===== config.mk =====
export PLATFORM = sky130hd
export DESIGN_NAME = game_state_fsm_flat
export DESIGN_NICKNAME = d
export VERILOG_FILES = /design/src/rtl/game_state_fsm_if.sv /design/src/rtl/game_state_fsm.sv /design/src/flat_wrapper.sv
export SDC_FILE = /design/constraint.sdc
export NUM_CORES = 1
export LEC_CHECK = 0
export ABC_AREA = 1
export BUFFER_PORTS_ARGS = -buffer_cell sky130_fd_sc_hd__buf_2
export CAP_MARGIN = 25
export CORE_MARGIN = 1
export CORE_UTILIZATION = 62
export CTS_CLUSTER_DIAMETER = 40
export DETAILED_ROUTE_END_ITERATION = 16
export PLACE_DENSITY = 0.95
export REMOVE_ABC_BUFFERS = 1
export SLEW_MARGIN = 20
export SYNTH_ARGS = -nofsm -noshare
export SYNTH_HDL_FRONTEND = slang
export SYNTH_SLANG_ARGS = --single-unit

===== constraint.sdc =====
create_clock -name clk -period 3.2 [get_ports clk]
set_clock_uncertainty 0.05 [all_clocks]
set_input_delay 0.16 -clock clk [delete_from_list [all_inputs] [get_ports clk]]
set_output_delay 0.16 -clock clk [all_outputs]
set_load 0.02 [all_outputs]

===== src/rtl/game_state_fsm_if.sv =====
// Game flow bus: frame/key/collision events into the flow controller,
// and the game-state, counters and restart pulses out to the object and
// background modules.
interface game_state_fsm_if;
    logic       startOfFrame;
    logic       spaceKey;
    logic       playerHit;
    logic       levelCleared;
    logic [1:0] gameState;
    logic [2:0] lives;
    logic [2:0] level;
    logic       freezeActive;
    logic       winFlag;
    logic       levelStart;
    logic       gameReset;

    // Flow controller side: consumes events, drives state and pulses.
    modport master (
        input  startOfFrame,
        input  spaceKey,
        input  playerHit,
        input  levelCleared,
        output gameState,
        output lives,
        output level,
        output freezeActive,
        output winFlag,
        output levelStart,
        output gameReset
    );

    // Environment side: produces events, observes state and pulses.
    modport slave (
        output startOfFrame,
        output spaceKey,
        output playerHit,
        output levelCleared,
        input  gameState,
        input  lives,
        input  level,
        input  freezeActive,
        input  winFlag,
        input  levelStart,
        input  gameReset
    );
endinterface


===== src/rtl/game_state_fsm.sv =====
// Bubble Trouble top-level game flow controller: title, play, hit freeze,
// level clear and game over phases, with lives/level counters, a frame
// timer for the timed phases, and one-cycle restart pulses.
module game_state_fsm #(
    parameter int unsigned INIT_LIVES      = 3,
    parameter int unsigned MAX_LEVEL       = 4,
    parameter int unsigned FREEZE_FRAMES   = 60,
    parameter int unsigned CLEAR_FRAMES    = 90,
    parameter int unsigned GAMEOVER_FRAMES = 300
) (
    input  logic             clk,
    input  logic             resetN,
    game_state_fsm_if.master bus
);

    typedef enum logic [2:0] {
        TITLE,
        PLAY,
        HIT_FREEZE,
        LEVEL_CLEAR,
        GAME_OVER
    } flowStateT;

    localparam logic [2:0] LIVES_INIT    = 3'(INIT_LIVES);
    localparam logic [2:0] LEVEL_LAST    = 3'(MAX_LEVEL);
    localparam logic [9:0] FREEZE_LOAD   = 10'(FREEZE_FRAMES);
    localparam logic [9:0] CLEAR_LOAD    = 10'(CLEAR_FRAMES);
    localparam logic [9:0] GAMEOVER_LOAD = 10'(GAMEOVER_FRAMES);

    flowStateT  state;
    flowStateT  stateNext;

    logic       spaceKeyD;
    logic       spacePress;

    logic [2:0] livesReg;
    logic [2:0] livesNext;
    logic [2:0] levelReg;
    logic [2:0] levelNext;
    logic [9:0] timerReg;
    logic [9:0] timerNext;
    logic [9:0] timerDec;
    logic       timerExpire;

    logic       winReg;
    logic       winNext;
    logic [1:0] gameStateReg;
    logic [1:0] gameStateNext;
    logic       freezeReg;
    logic       freezeNext;
    logic       levelStartReg;
    logic       levelStartNext;
    logic       gameResetReg;
    logic       gameResetNext;

    // Rising edge of the space key; the delay register resets high so a
    // key held through reset is not seen as a press.
    assign spacePress = bus.spaceKey & ~spaceKeyD;

    // Frame timer step: saturating decrement, expiry on the frame pulse
    // that takes the count from 1 to 0.
    assign timerDec    = (timerReg != '0) ? (timerReg - 10'd1) : '0;
    assign timerExpire = bus.startOfFrame && (timerReg <= 10'd1);

    // State and counter registers, including every registered output.
    always_ff @(posedge clk or negedge resetN) begin
        if (!resetN) begin
            state         <= TITLE;
            spaceKeyD     <= 1'b1;
            livesReg      <= LIVES_INIT;
            levelReg      <= 3'd1;
            timerReg      <= '0;
            winReg        <= 1'b0;
            gameStateReg  <= 2'd0;
            freezeReg     <= 1'b0;
            levelStartReg <= 1'b0;
            gameResetReg  <= 1'b0;
        end else begin
            state         <= stateNext;
            spaceKeyD     <= bus.spaceKey;
            livesReg      <= livesNext;
            levelReg      <= levelNext;
            timerReg      <= timerNext;
            winReg        <= winNext;
            gameStateReg  <= gameStateNext;
            freezeReg     <= freezeNext;
            levelStartReg <= levelStartNext;
            gameResetReg  <= gameResetNext;
        end
    end

    // Next-state, counter updates and restart pulses for each phase.
    always_comb begin
        stateNext      = state;
        livesNext      = livesReg;
        levelNext      = levelReg;
        timerNext      = timerReg;
        winNext        = winReg;
        levelStartNext = 1'b0;
        gameResetNext  = 1'b0;

        case (state)
            TITLE: begin
                if (spacePress) begin
                    stateNext      = PLAY;
                    livesNext      = LIVES_INIT;
                    levelNext      = 3'd1;
                    winNext        = 1'b0;
                    timerNext      = '0;
                    gameResetNext  = 1'b1;
                    levelStartNext = 1'b1;
                end
            end

            PLAY: begin
                // A hit takes priority; a simultaneous clear is dropped.
                if (bus.playerHit) begin
                    livesNext = (livesReg != '0) ? (livesReg - 3'd1) : '0;
                    if (livesReg <= 3'd1) begin
                        stateNext = GAME_OVER;
                        winNext   = 1'b0;
                        timerNext = GAMEOVER_LOAD;
                    end else begin
                        stateNext = HIT_FREEZE;
                        timerNext = FREEZE_LOAD;
                    end
                end else if (bus.levelCleared) begin
                    if (levelReg >= LEVEL_LAST) begin
                        stateNext = GAME_OVER;
                        winNext   = 1'b1;
                        timerNext = GAMEOVER_LOAD;
                    end else begin
                        stateNext = LEVEL_CLEAR;
                        timerNext = CLEAR_LOAD;
                    end
                end
            end

            HIT_FREEZE: begin
                if (bus.startOfFrame) begin
                    timerNext = timerDec;
                    if (timerExpire) begin
                        stateNext      = PLAY;
                        levelStartNext = 1'b1;
                    end
                end
            end

            LEVEL_CLEAR: begin
                if (bus.startOfFrame) begin
                    timerNext = timerDec;
                    if (timerExpire) begin
                        stateNext      = PLAY;
                        levelStartNext = 1'b1;
                        levelNext      = (levelReg < LEVEL_LAST) ?
                                         (levelReg + 3'd1) : levelReg;
                    end
                end
            end

            GAME_OVER: begin
                if (spacePress) begin
                    stateNext = TITLE;
                    winNext   = 1'b0;
                    timerNext = '0;
                end else if (bus.startOfFrame) begin
                    timerNext = timerDec;
                    if (timerExpire) begin
                        stateNext = TITLE;
                        winNext   = 1'b0;
                    end
                end
            end

            default: begin
                stateNext = TITLE;
                timerNext = '0;
                winNext   = 1'b0;
            end
        endcase
    end

    // Output encodings derived from the upcoming state so they register
    // in step with it.
    always_comb begin
        gameStateNext = 2'd1;
        freezeNext    = 1'b0;
        case (stateNext)
            TITLE:       gameStateNext = 2'd0;
            GAME_OVER:   gameStateNext = 2'd2;
            HIT_FREEZE:  freezeNext    = 1'b1;
            LEVEL_CLEAR: freezeNext    = 1'b1;
            default:     gameStateNext = 2'd1;
        endcase
    end

    assign bus.gameState    = gameStateReg;
    assign bus.lives        = livesReg;
    assign bus.level        = levelReg;
    assign bus.freezeActive = freezeReg;
    assign bus.winFlag      = winReg;
    assign bus.levelStart   = levelStartReg;
    assign bus.gameReset    = gameResetReg;

endmodule


===== src/flat_wrapper.sv =====
// flat-port wrapper written by rule: the top's interface ports become plain ports
module game_state_fsm_flat 
#(
    parameter int unsigned INIT_LIVES      = 3,
    parameter int unsigned MAX_LEVEL       = 4,
    parameter int unsigned FREEZE_FRAMES   = 60,
    parameter int unsigned CLEAR_FRAMES    = 90,
    parameter int unsigned GAMEOVER_FRAMES = 300
)
  (clk, resetN, bus_startOfFrame, bus_spaceKey, bus_playerHit, bus_levelCleared, bus_gameState, bus_lives, bus_level, bus_freezeActive, bus_winFlag, bus_levelStart, bus_gameReset);
  game_state_fsm_if bus_i ();
  input  logic clk;
  input  logic resetN;
  input wire logic [$bits(bus_i.startOfFrame)-1:0] bus_startOfFrame;
  input wire logic [$bits(bus_i.spaceKey)-1:0] bus_spaceKey;
  input wire logic [$bits(bus_i.playerHit)-1:0] bus_playerHit;
  input wire logic [$bits(bus_i.levelCleared)-1:0] bus_levelCleared;
  output wire logic [$bits(bus_i.gameState)-1:0] bus_gameState;
  output wire logic [$bits(bus_i.lives)-1:0] bus_lives;
  output wire logic [$bits(bus_i.level)-1:0] bus_level;
  output wire logic [$bits(bus_i.freezeActive)-1:0] bus_freezeActive;
  output wire logic [$bits(bus_i.winFlag)-1:0] bus_winFlag;
  output wire logic [$bits(bus_i.levelStart)-1:0] bus_levelStart;
  output wire logic [$bits(bus_i.gameReset)-1:0] bus_gameReset;
  assign bus_i.startOfFrame = bus_startOfFrame;
  assign bus_i.spaceKey = bus_spaceKey;
  assign bus_i.playerHit = bus_playerHit;
  assign bus_i.levelCleared = bus_levelCleared;
  assign bus_gameState = bus_i.gameState;
  assign bus_lives = bus_i.lives;
  assign bus_level = bus_i.level;
  assign bus_freezeActive = bus_i.freezeActive;
  assign bus_winFlag = bus_i.winFlag;
  assign bus_levelStart = bus_i.levelStart;
  assign bus_gameReset = bus_i.gameReset;
  game_state_fsm #(.INIT_LIVES(INIT_LIVES), .MAX_LEVEL(MAX_LEVEL), .FREEZE_FRAMES(FREEZE_FRAMES), .CLEAR_FRAMES(CLEAR_FRAMES), .GAMEOVER_FRAMES(GAMEOVER_FRAMES)) u_core (.clk(clk), .resetN(resetN), .bus(bus_i));
endmodule

==> results of run 1 <==
[cell usage after synthesis, types with 2 or more instances]
| library cell | count |
|---|---|
| nand3_1 | 7 |
| dfrtp_1 | 22 |
| xor2_1 | 4 |
| nor2_2 | 3 |
| nor2_1 | 23 |
| inv_2 | 10 |
| nand2_4 | 5 |
| nor2_4 | 4 |
| nand3_2 | 2 |
| nand2_1 | 60 |
| o21ai_2 | 2 |
| nor3_1 | 2 |
| o21ai_0 | 4 |
| o21ai_1 | 10 |
| dfstp_2 | 4 |
| nand4_1 | 5 |
| ha_1 | 4 |
| inv_1 | 16 |
| a21oi_1 | 3 |
| nand2_2 | 4 |
| o31ai_1 | 2 |
[state kept, by name (all words and copies together), names as in the netlist]
register                 count
u_core.bus.lives             3
u_core.bus.freezeActive      1
u_core.spaceKeyD             1
u_core.bus.level             3
u_core.state                 3
u_core.bus.winFlag           1
u_core.bus.gameState         2
u_core.bus.levelStart        1
u_core.timerReg             10
u_core.bus.gameReset         1
[power by group through the flow]
stage	Clock (mW)	Combinational (mW)	Sequential, mW
6_report	0.229	1.01	0.553
5_1_grt	0.245	1.14	0.568
4_1_cts	0.233	1.01	0.552
3_5_place_dp	0	1.00	0.559
3_3_place_gp	0	0.976	0.554
2_1_floorplan	0	0.734	0.610
[metrics by stage]
stage,util (%),hold slack [ns],area (um2)
2_1_floorplan,-,-0.186,1620
3_3_place_gp,70.3,0.133,1740
3_5_place_dp,70.3,0.135,1740
4_1_cts,73.2,0.122,1810
5_1_grt,73.2,0.125,1810
6_report,73.2,0.128,1810
[timing repair]
item | 4_1_cts | 5_1_grt
resized for setup | 0 | 0
endpoints found under the hold margin | 23 | 0
hold buffers | 2 | 0
setup endpoints to repair | 0 | 0
[routing by layer]
| metal | GRT usage [%] | vias to the layer above | share of wire (%) |
|---|---|---|---|
| li1 | - | 699 | - |
| met2 | 41.0 | 39 | 47 |
| met4 | 12.3 | 0 | 2.4 |
| met3 | 4.60 | 12 | 4.6 |
| met5 | 0 | - | 0 |
| met1 | 34.9 | 638 | 46 |
[worst max path at each step]
stage / slack, ns / from / to / cells past startpoint
2_1_floorplan: 1.80 / u_core.timerReg[0] / u_core.bus.winFlag / 9
3_3_place_gp: 1.75 / u_core.timerReg[0] / u_core.timerReg[8] / 11
3_5_place_dp: 1.68 / u_core.timerReg[1] / u_core.timerReg[8] / 11
4_1_cts: 1.65 / u_core.timerReg[1] / u_core.timerReg[8] / 11
5_1_grt: 1.47 / u_core.timerReg[1] / u_core.timerReg[8] / 11
6_report: 1.65 / u_core.timerReg[1] / u_core.timerReg[8] / 11
[tightest hold or removal path, stage by stage]
cell and delay [ns]:
buf_2 0.12, inv_2 0.06, nand2_1 0.09, o21ai_1 0.07
[final cells by class]
| class | count | area, um2 | area share [%] |
|---|---|---|---|
| Multi-Input combinational cell | 153 | 858 | 47.3 |
| Sequential cell | 26 | 656 | 36.2 |
| Timing Repair Buffer | 19 | 105 | 5.80 |
| Inverter | 27 | 104 | 5.73 |
| Tap cell | 30 | 37.5 | 2.07 |
| Clock inverter | 1 | 30.0 | 1.66 |
| Clock buffer | 3 | 22.5 | 1.24 |
[kinds of logic after synthesis]
| kind of cell | share of synthesized area, % |
|---|---|
| AND/OR/NAND/NOR | 38.4 |
| buffers and inverters | 7.70 |
| flip-flops | 40.0 |
| AO/OA/AOI/OAI | 8.77 |
| XOR/XNOR | 2.14 |
| adder cells (fa/ha/maj) | 3.05 |
==> flow_summary.ini, run 1 <==
[status]
outcome = completed

[flow_run]
cap_violations = 0

[worst_setup_path]
crit_chain = inv_1 > ha_1 > nand2_2 > inv_2 > nand2_1 > nor2_1 > xor2_1 > nand2_1 > nand2_1 > nand2_1 > nand2_1
crit_buf_inv = 2
required_ns = 3.43
r2r_slack_ns = 1.65
critPathSlowestCell = dfrtp_1
critPathMaxFanout = 4
cp-start-kind = flip-flop
critPathMostFrequentCell = nand2_1
timing.rr.end = u_core.timerReg[8]
rr_startpoint = u_core.timerReg[1]
critical_path.top_delay_family = simple AND/OR/NAND/NOR gates
rr_worst_depth = 11
crit_path_end_kind = flip-flop
criticalPathCategory = flip-flop to flip-flop
slowest_delay_ns = 0.43
cp.arrival_ns = 1.78

[place]
post-dp-hpwl_um = 2490
gp_congestion = 0.935
dp.cells = 253
io_buffer_count = 17
place_ws_ns = 1.68

[clocking]
cts_tree = built
clkLatencyLatePin_ns = 0.33
post-cts-setup-buffers = 0
numClockSinks = 26
cts_max_level = 1
cts_buffers = 3
cts_buffer_depth = 2
clk_pin_slew_ns = 0.15
clock-root-buffer = clkbuf_4

[power]
p_switching_mw = 0.874
internal_power_mw = 0.921
pwr-share-clk_pct = 12.8
swShare_pct = 48.7
p_leak_nw = 0.973
power_mw = 1.79
power_density_nw_per_um2 = 990
seqPwrFrac_pct = 30.8
peakVddDrop_uv = 760
combPwrFrac_pct = 56.4

[global_routing]
antenna_found_initial = 0
first_global_vias = 1257
grt.total_usage_pct = 26.3
gr-total-overflow = 0
grt_max_degree = 27
grt_pass1_wl_um = 5330

[floorplanning]
coreArea_um2 = 2480
io_pins = 18
fp.dieW_um = 53.4
rows = 18
start_util_pct = 66.2
die-area_um2 = 2860
die_height_um = 53.4

[route]
wirelength_um = 3240
firstDrtPassIters = 4
vias = 1388
drtIter0Drc = 37
drc = 0
route.detailed.wl_per_inst_um = 12.5
postRouteAntennaNets = 0
viasPerCell = 5.36

[sta]
worst_pin_slew_ns = 0.574
finalCriticalPeriod_ns = 1.55
fin_crit_sh_pct = 48.4
slew_headroom_pct = 61.7
hold_violations = 0
max_freq_mhz = 646
finalMaxSlewViolations = 0
rsz0062_at_grt = no
final.setup.tns_ns = 0
finalSetupViolCount = 0
fin_ws_ns = 1.65

[final_layout]
drive_gt1_share_pct = 27.1
n_antenna_cell = 0
n_fill_cell = 186
final_cell_mix = nand2_1 (60), nor2_1 (23), dfrtp_1 (22)
final-instance-count-excl-fill = 259
layout_commonest_cell = nand2_1
area_growth_pct = 10.5
fin_nets = 240

[worst_hold_path]
hold-path-endpoint = u_core.bus.winFlag
hold_depth = 4
hp-start = bus_playerHit
hold_class = input pin to flip-flop

[logic_synthesis]
ys_types = 33
netlist_area_um2 = 1640
synth_top_area_cell = dfrtp_1
synth_edf_count = 0
async_reset_ff_share_pct = 100
yosys-top-cells-area = dfrtp_1 (34%), nand2_1 (14%), dfstp_2 (6.4%)
synth_top_area_share_pct = 33.6
postSynthCellCount = 208
ys_ff_latch = 26
synth_area_per_cell_um2 = 7.89
yosysSeqAreaShare_pct = 40.0
ys.flop_type = dfrtp_1
yosysWarnings = 0
Note: power is estimated with default switching activity, not from simulation.
==> run 2: changes to the inputs <==
--- a/config.mk
+++ b/config.mk
@@ -9,10 +9,10 @@
 export BUFFER_PORTS_ARGS = -buffer_cell sky130_fd_sc_hd__buf_2
 export CAP_MARGIN = 25
 export CORE_MARGIN = 1
-export CORE_UTILIZATION = 62
+export CORE_UTILIZATION = 52
 export CTS_CLUSTER_DIAMETER = 40
 export DETAILED_ROUTE_END_ITERATION = 16
-export PLACE_DENSITY = 0.95
+export PLACE_DENSITY = 0.86
 export REMOVE_ABC_BUFFERS = 1
 export SLEW_MARGIN = 20
 export SYNTH_ARGS = -nofsm -noshare
==> constraint.sdc (replaced) <==
create_clock -name clk -period 1.3 [get_ports clk]
set_clock_uncertainty 0.05 [all_clocks]
set_input_delay 0.065 -clock clk [delete_from_list [all_inputs] [get_ports clk]]
set_output_delay 0.065 -clock clk [all_outputs]
set_load 0.02 [all_outputs]
==> run 2 against run 1 <==
Compared with the run above: sequential share of layout area down 10 points; power grew to 3.7 times the previous value; critical path type unchanged; the run now ends with setup timing left; utilization grew 11 points; clock-buffer cell count unchanged; combinational power increased to 4.7 times the previous value.
==> flow_summary.ini, run 2 (synthesis results as in run 1) <==
[sta]
worst_pin_slew_ns = 0.591
rsz0062_at_grt = yes
max_freq_mhz = 620
slew_headroom_pct = 60.6
fin_ws_ns = -0.313
finalMaxSlewViolations = 0
finalSetupViolCount = 24
finalCriticalPeriod_ns = 1.61
fin_crit_sh_pct = 124
hold_violations = 0

[place]
place_ws_ns = -0.170
post-dp-hpwl_um = 2690
gp_congestion = 0.852
io_buffer_count = 17

[worst_setup_path]
crit_chain = inv_2 > ha_4 > buf_4 > nor2_4 > nor2_4 > nand2_4 > nand2b_4 > nand3_2 > nand2_1 > o21ai_2
critPathMostFrequentCell = nor2_4
slowest_delay_ns = 0.44
cp-start-kind = flip-flop
criticalPathCategory = flip-flop to flip-flop
rr_worst_depth = 10
required_ns = 1.51
critPathSlowestCell = dfrtp_1
critPathMaxFanout = 5
crit_buf_inv = 2
cp.arrival_ns = 1.82
crit_path_end_kind = flip-flop
critical_path.top_delay_family = simple AND/OR/NAND/NOR gates
cp.depth = 10

[global_routing]
gr-total-overflow = 0
first_global_vias = 1637
grt_pass1_wl_um = 7480
antenna_found_initial = 0
grt_max_degree = 27
grt.total_usage_pct = 29.2

[clocking]
clock-root-buffer = clkbuf_4
cts_buffer_depth = 2
numClockSinks = 26
cts_max_level = 1
clkLatencyLatePin_ns = 0.34
cts_buffers = 3
cts_tree = built
clk_pin_slew_ns = 0.16

[final_layout]
seq_area_um2 = 658
regMostFlops = u_core.timerReg
fin_nets = 286
drive_gt1_share_pct = 57.5
n_fill_cell = 137
largest_register_ffs = 10
layout_commonest_cell = nand2_1
final_cell_mix = nand2_1 (48), buf_4 (40), dfrtp_1 (20)
multi_input_area_um2 = 1170
area_growth_pct = 54.7
n_antenna_cell = 0

[floorplanning]
coreArea_um2 = 3030
rows = 20
fp.dieW_um = 58.2
start_util_pct = 54.2
io_pins = 18
die-area_um2 = 3380
die_height_um = 58.2

[power]
peakVddDrop_uv = 1320
p_leak_nw = 1.27
power_density_nw_per_um2 = 2630
power_mw = 6.66

[worst_hold_path]
hold_depth = 5
hold_class = input pin to flip-flop

[route]
route.detailed.wl_per_inst_um = 18.3
viasPerCell = 5.83
wirelength_um = 5850
postRouteAntennaNets = 0
vias = 1861
drtIter0Drc = 181
drc = 0
firstDrtPassIters = 5

[status]
outcome = complete, but fails checks
violations = setup timing

[flow_run]
cap_violations = 0
run 2: worst paths after layout:
check	slack [ns]	startpoint	to
max	-0.31	u_core.timerReg[0]	u_core.bus.winFlag
min	0.12	bus_levelCleared	u_core.bus.freezeActive
max reg2reg	-0.31	u_core.timerReg[0]	u_core.bus.winFlag
min reg2reg	0.47	u_core.bus.winFlag	u_core.bus.winFlag
max in group asynchronous	0.60	resetN	u_core.state[0]
min in group asynchronous	0.19	resetN	u_core.timerReg[9]
run 2: final cells by class:
class                           instances  area share, %
Sequential cell                        26           25.9
Timing Repair Buffer                   65           19.0
Inverter                               27           4.68
Clock inverter                          1           1.18
Clock buffer                            3          0.888
Tap cell                               44           2.17
Multi-Input combinational cell        153           46.2
run 2: metrics by stage:
stage / TNS (ns) / util (%) / instance area (um2) / hold slack [ns] / instances
6_report: -4.62 / 83.8 / 2540 / 0.118 / 319
5_1_grt: -5.98 / 83.8 / 2540 / 0.124 / 319
4_1_cts: -1.32 / 73.9 / 2240 / 0.0477 / 308
3_5_place_dp: -2.14 / 66.2 / 2000 / 0.0543 / 298
3_3_place_gp: -1.32 / 66.2 / 2000 / 0.0480 / 298
2_1_floorplan: -0.412 / - / 1620 / -0.281 / 206
run 2: metal layers:
layer	up-vias	routed length [um]	track usage, %
li1	793	-	-
met1	896	2290	37.1
met2	132	2750	48.1
met3	40	491	4.46
met4	0	312	15.0
met5	-	0	0
run 2: power breakdown:
group          switching, mW  leakage (nW)  internal, mW  total (mW)
combinational           2.79         0.912          1.91        4.70
sequential             0.247         0.332          1.13        1.38
clock                  0.279        0.0279         0.312       0.592
total                   3.31          1.27          3.35        6.66
run 2: tightest hold or removal path, delay by kind of cell:
family	cells	cell delay, ns
simple gates	3	0.27
compound gates	1	0.05
buf+inv	1	0.10
run 2: what timing repair did:
| action | in CTS | in global routing |
|---|---|---|
| endpoints found under the hold margin | 23 | 0 |
| resized for setup | 38 | 53 |
| endpoints found under the setup margin | 22 | 24 |
| buffers inserted | 4 | 11 |
| pin swaps | 19 | 26 |
| hold buffers | 2 | 0 |
==> run 3: changes to the inputs <==
--- a/config.mk
+++ b/config.mk
@@ -9,10 +9,10 @@
 export BUFFER_PORTS_ARGS = -buffer_cell sky130_fd_sc_hd__buf_2
 export CAP_MARGIN = 25
 export CORE_MARGIN = 1
-export CORE_UTILIZATION = 52
+export CORE_UTILIZATION = 49
 export CTS_CLUSTER_DIAMETER = 40
 export DETAILED_ROUTE_END_ITERATION = 16
-export PLACE_DENSITY = 0.86
+export PLACE_DENSITY = 0.82
 export REMOVE_ABC_BUFFERS = 1
 export SLEW_MARGIN = 20
 export SYNTH_ARGS = -nofsm -noshare
==> run 3 against run 2 <==
Compared with the run above: via count decreased by 10%; critical endpoint is now u_core.timerReg[8]; non-clock buffer count shrank 9; highest routed layer unchanged; register-to-register slack gained 0.04 ns; cell count shrank 2.5%; flip-flop and latch count did not move; the flow still finishes with violations (setup timing); utilization down 8.5 points; first-iteration DRC count shrank 49%; wire length shrank 19%; setup slack better by 0.044 ns; sequential share of layout area increased by 2.2 points; critical path depth decreased by 1; sequential power fell by 4%.
==> flow_summary.ini, run 3 (synthesis results as in run 1) <==
[status]
outcome = complete, but fails checks
violations = setup timing

[clocking]
clkLatencyLatePin_ns = 0.35
cts_buffer_depth = 2
clock-root-buffer = clkbuf_4
cts_buffers = 3
cts_max_level = 1
numClockSinks = 26
cts_tree = built
clk_pin_slew_ns = 0.16

[sta]
final.setup.tns_ns = -3.46
slew_headroom_pct = 61.2
finalCriticalPeriod_ns = 1.57
max_freq_mhz = 637
hold_violations = 0
fin_crit_sh_pct = 121
worst_pin_slew_ns = 0.581
fin_ws_ns = -0.269
finalMaxSlewViolations = 0
finalSetupViolCount = 21
rsz0062_at_grt = yes

[final_layout]
n_fill_cell = 191
regMostFlops = u_core.timerReg
layout_commonest_cell = nand2_1
largest_register_ffs = 10
final_cell_mix = nand2_1 (53), buf_4 (32), dfrtp_1 (21)
drive_gt1_share_pct = 48.7
area_growth_pct = 42.4
n_antenna_cell = 0
finalInstanceArea_um2 = 2340
fin_nets = 278

[place]
place_ws_ns = -0.279
gp_congestion = 0.845
io_buffer_count = 17
place_area_um2 = 1960
post-dp-hpwl_um = 2740

[worst_setup_path]
critPathMaxFanout = 3
crit_start = u_core.timerReg[4]
cp.arrival_ns = 1.82
crit_path_end_kind = flip-flop
critPathMostFrequentCell = nand2_1
required_ns = 1.55
rr_startpoint = u_core.timerReg[4]
criticalPathCategory = flip-flop to flip-flop
slowest_delay_ns = 0.45
critPathSlowestCell = dfrtp_1
crit_chain = nor2_4 > nand2_4 > buf_12 > nor2_4 > xor2_1 > nand2_1 > nand2_1 > nand2_1 > nand2_1
cp-start-kind = flip-flop

[route]
wirelength_um = 4760
firstDrtPassIters = 4
drc = 0
vias = 1670
viasPerCell = 5.37
drtIter0Drc = 92
postRouteAntennaNets = 0
route.detailed.wl_per_inst_um = 15.3

[floorplanning]
start_util_pct = 52.9
rows = 20
die_height_um = 59.9
coreArea_um2 = 3100
io_pins = 18
die-area_um2 = 3580
fp.dieW_um = 59.9

[worst_hold_path]
hp-start = bus_playerHit
hold_class = input pin to flip-flop

[global_routing]
gr-total-overflow = 0
grt.total_usage_pct = 28.9
grt_pass1_wl_um = 7530
antenna_found_initial = 0
first_global_vias = 1652
grt_max_degree = 27

[power]
power_density_nw_per_um2 = 2550
p_leak_nw = 1.21
peakVddDrop_uv = 1190
power_mw = 5.97

[flow_run]
cap_violations = 0
## run 3: cell types whose count changed in the layout (fill, tap and decap cells not counted), sizes merged
cell,delta
buf,-9
nand2,+1
## run 3: area by class of cell
type	count	area, um2	area share, %
tap	44	55.1	2.36
clock buffer	3	22.5	0.964
clock inverter	1	30.0	1.29
sequential	26	657	28.1
inverter	27	111	4.77
multi-input combinational	154	1040	44.7
timing repair buffer	56	417	17.8
## run 3: metal layers
layer | routed length [um] | vias to the layer above | GRT usage (%)
met5 | 0 | - | 0
met4 | 182 | 0 | 18.9
met3 | 351 | 21 | 2.60
met2 | 2310 | 96 | 47.3
met1 | 1920 | 772 | 36.2
li1 | - | 781 | -
## run 3: power by group
| group | internal, mW | switching, mW |
|---|---|---|
| Sequential | 1.12 | 0.204 |
| Combinational | 1.66 | 2.40 |
| Clock | 0.313 | 0.273 |
| Total | 3.09 | 2.87 |
## run 3: final timing paths
kind,cells past startpoint,slack [ns],endpoint
worst min-delay path,3,0.06,u_core.state[2]
worst min register to register,2,0.46,u_core.bus.winFlag
worst max register to register,9,-0.27,u_core.timerReg[8]
min in group asynchronous,2,0.21,u_core.timerReg[0]
worst max-delay path,9,-0.27,u_core.timerReg[8]
max in group asynchronous,2,0.59,u_core.timerReg[2]
## run 3: metrics by stage
stage / hold slack [ns] / std cells / utilization [%]
after global routing: 0.0816 / 311 / 75.3
after CTS: 0.0491 / 307 / 71.8
after detailed placement: 0.0474 / 294 / 63.2
after global placement: 0.0404 / 294 / 63.2
after floorplan: -0.281 / 206 / -
final: 0.0642 / 311 / 75.3
## run 3: timing repair
action | CTS | global route
endpoints found under the setup margin | 24 | 25
resized for setup | 34 | 21
buffers inserted | 6 | 4
pin swaps | 24 | 14
endpoints found under the hold margin | 23 | 0
hold buffers | 2 | 0
gates cloned | 1 | 0
## run 3: critical path: cells and delay by family (launching register included)
kind | cells | cell delay [ns]
AND/OR/NAND/NOR | 7 | 0.67
flip-flops | 1 | 0.45
XOR/XNOR | 1 | 0.19
buffers and inverters | 1 | 0.14
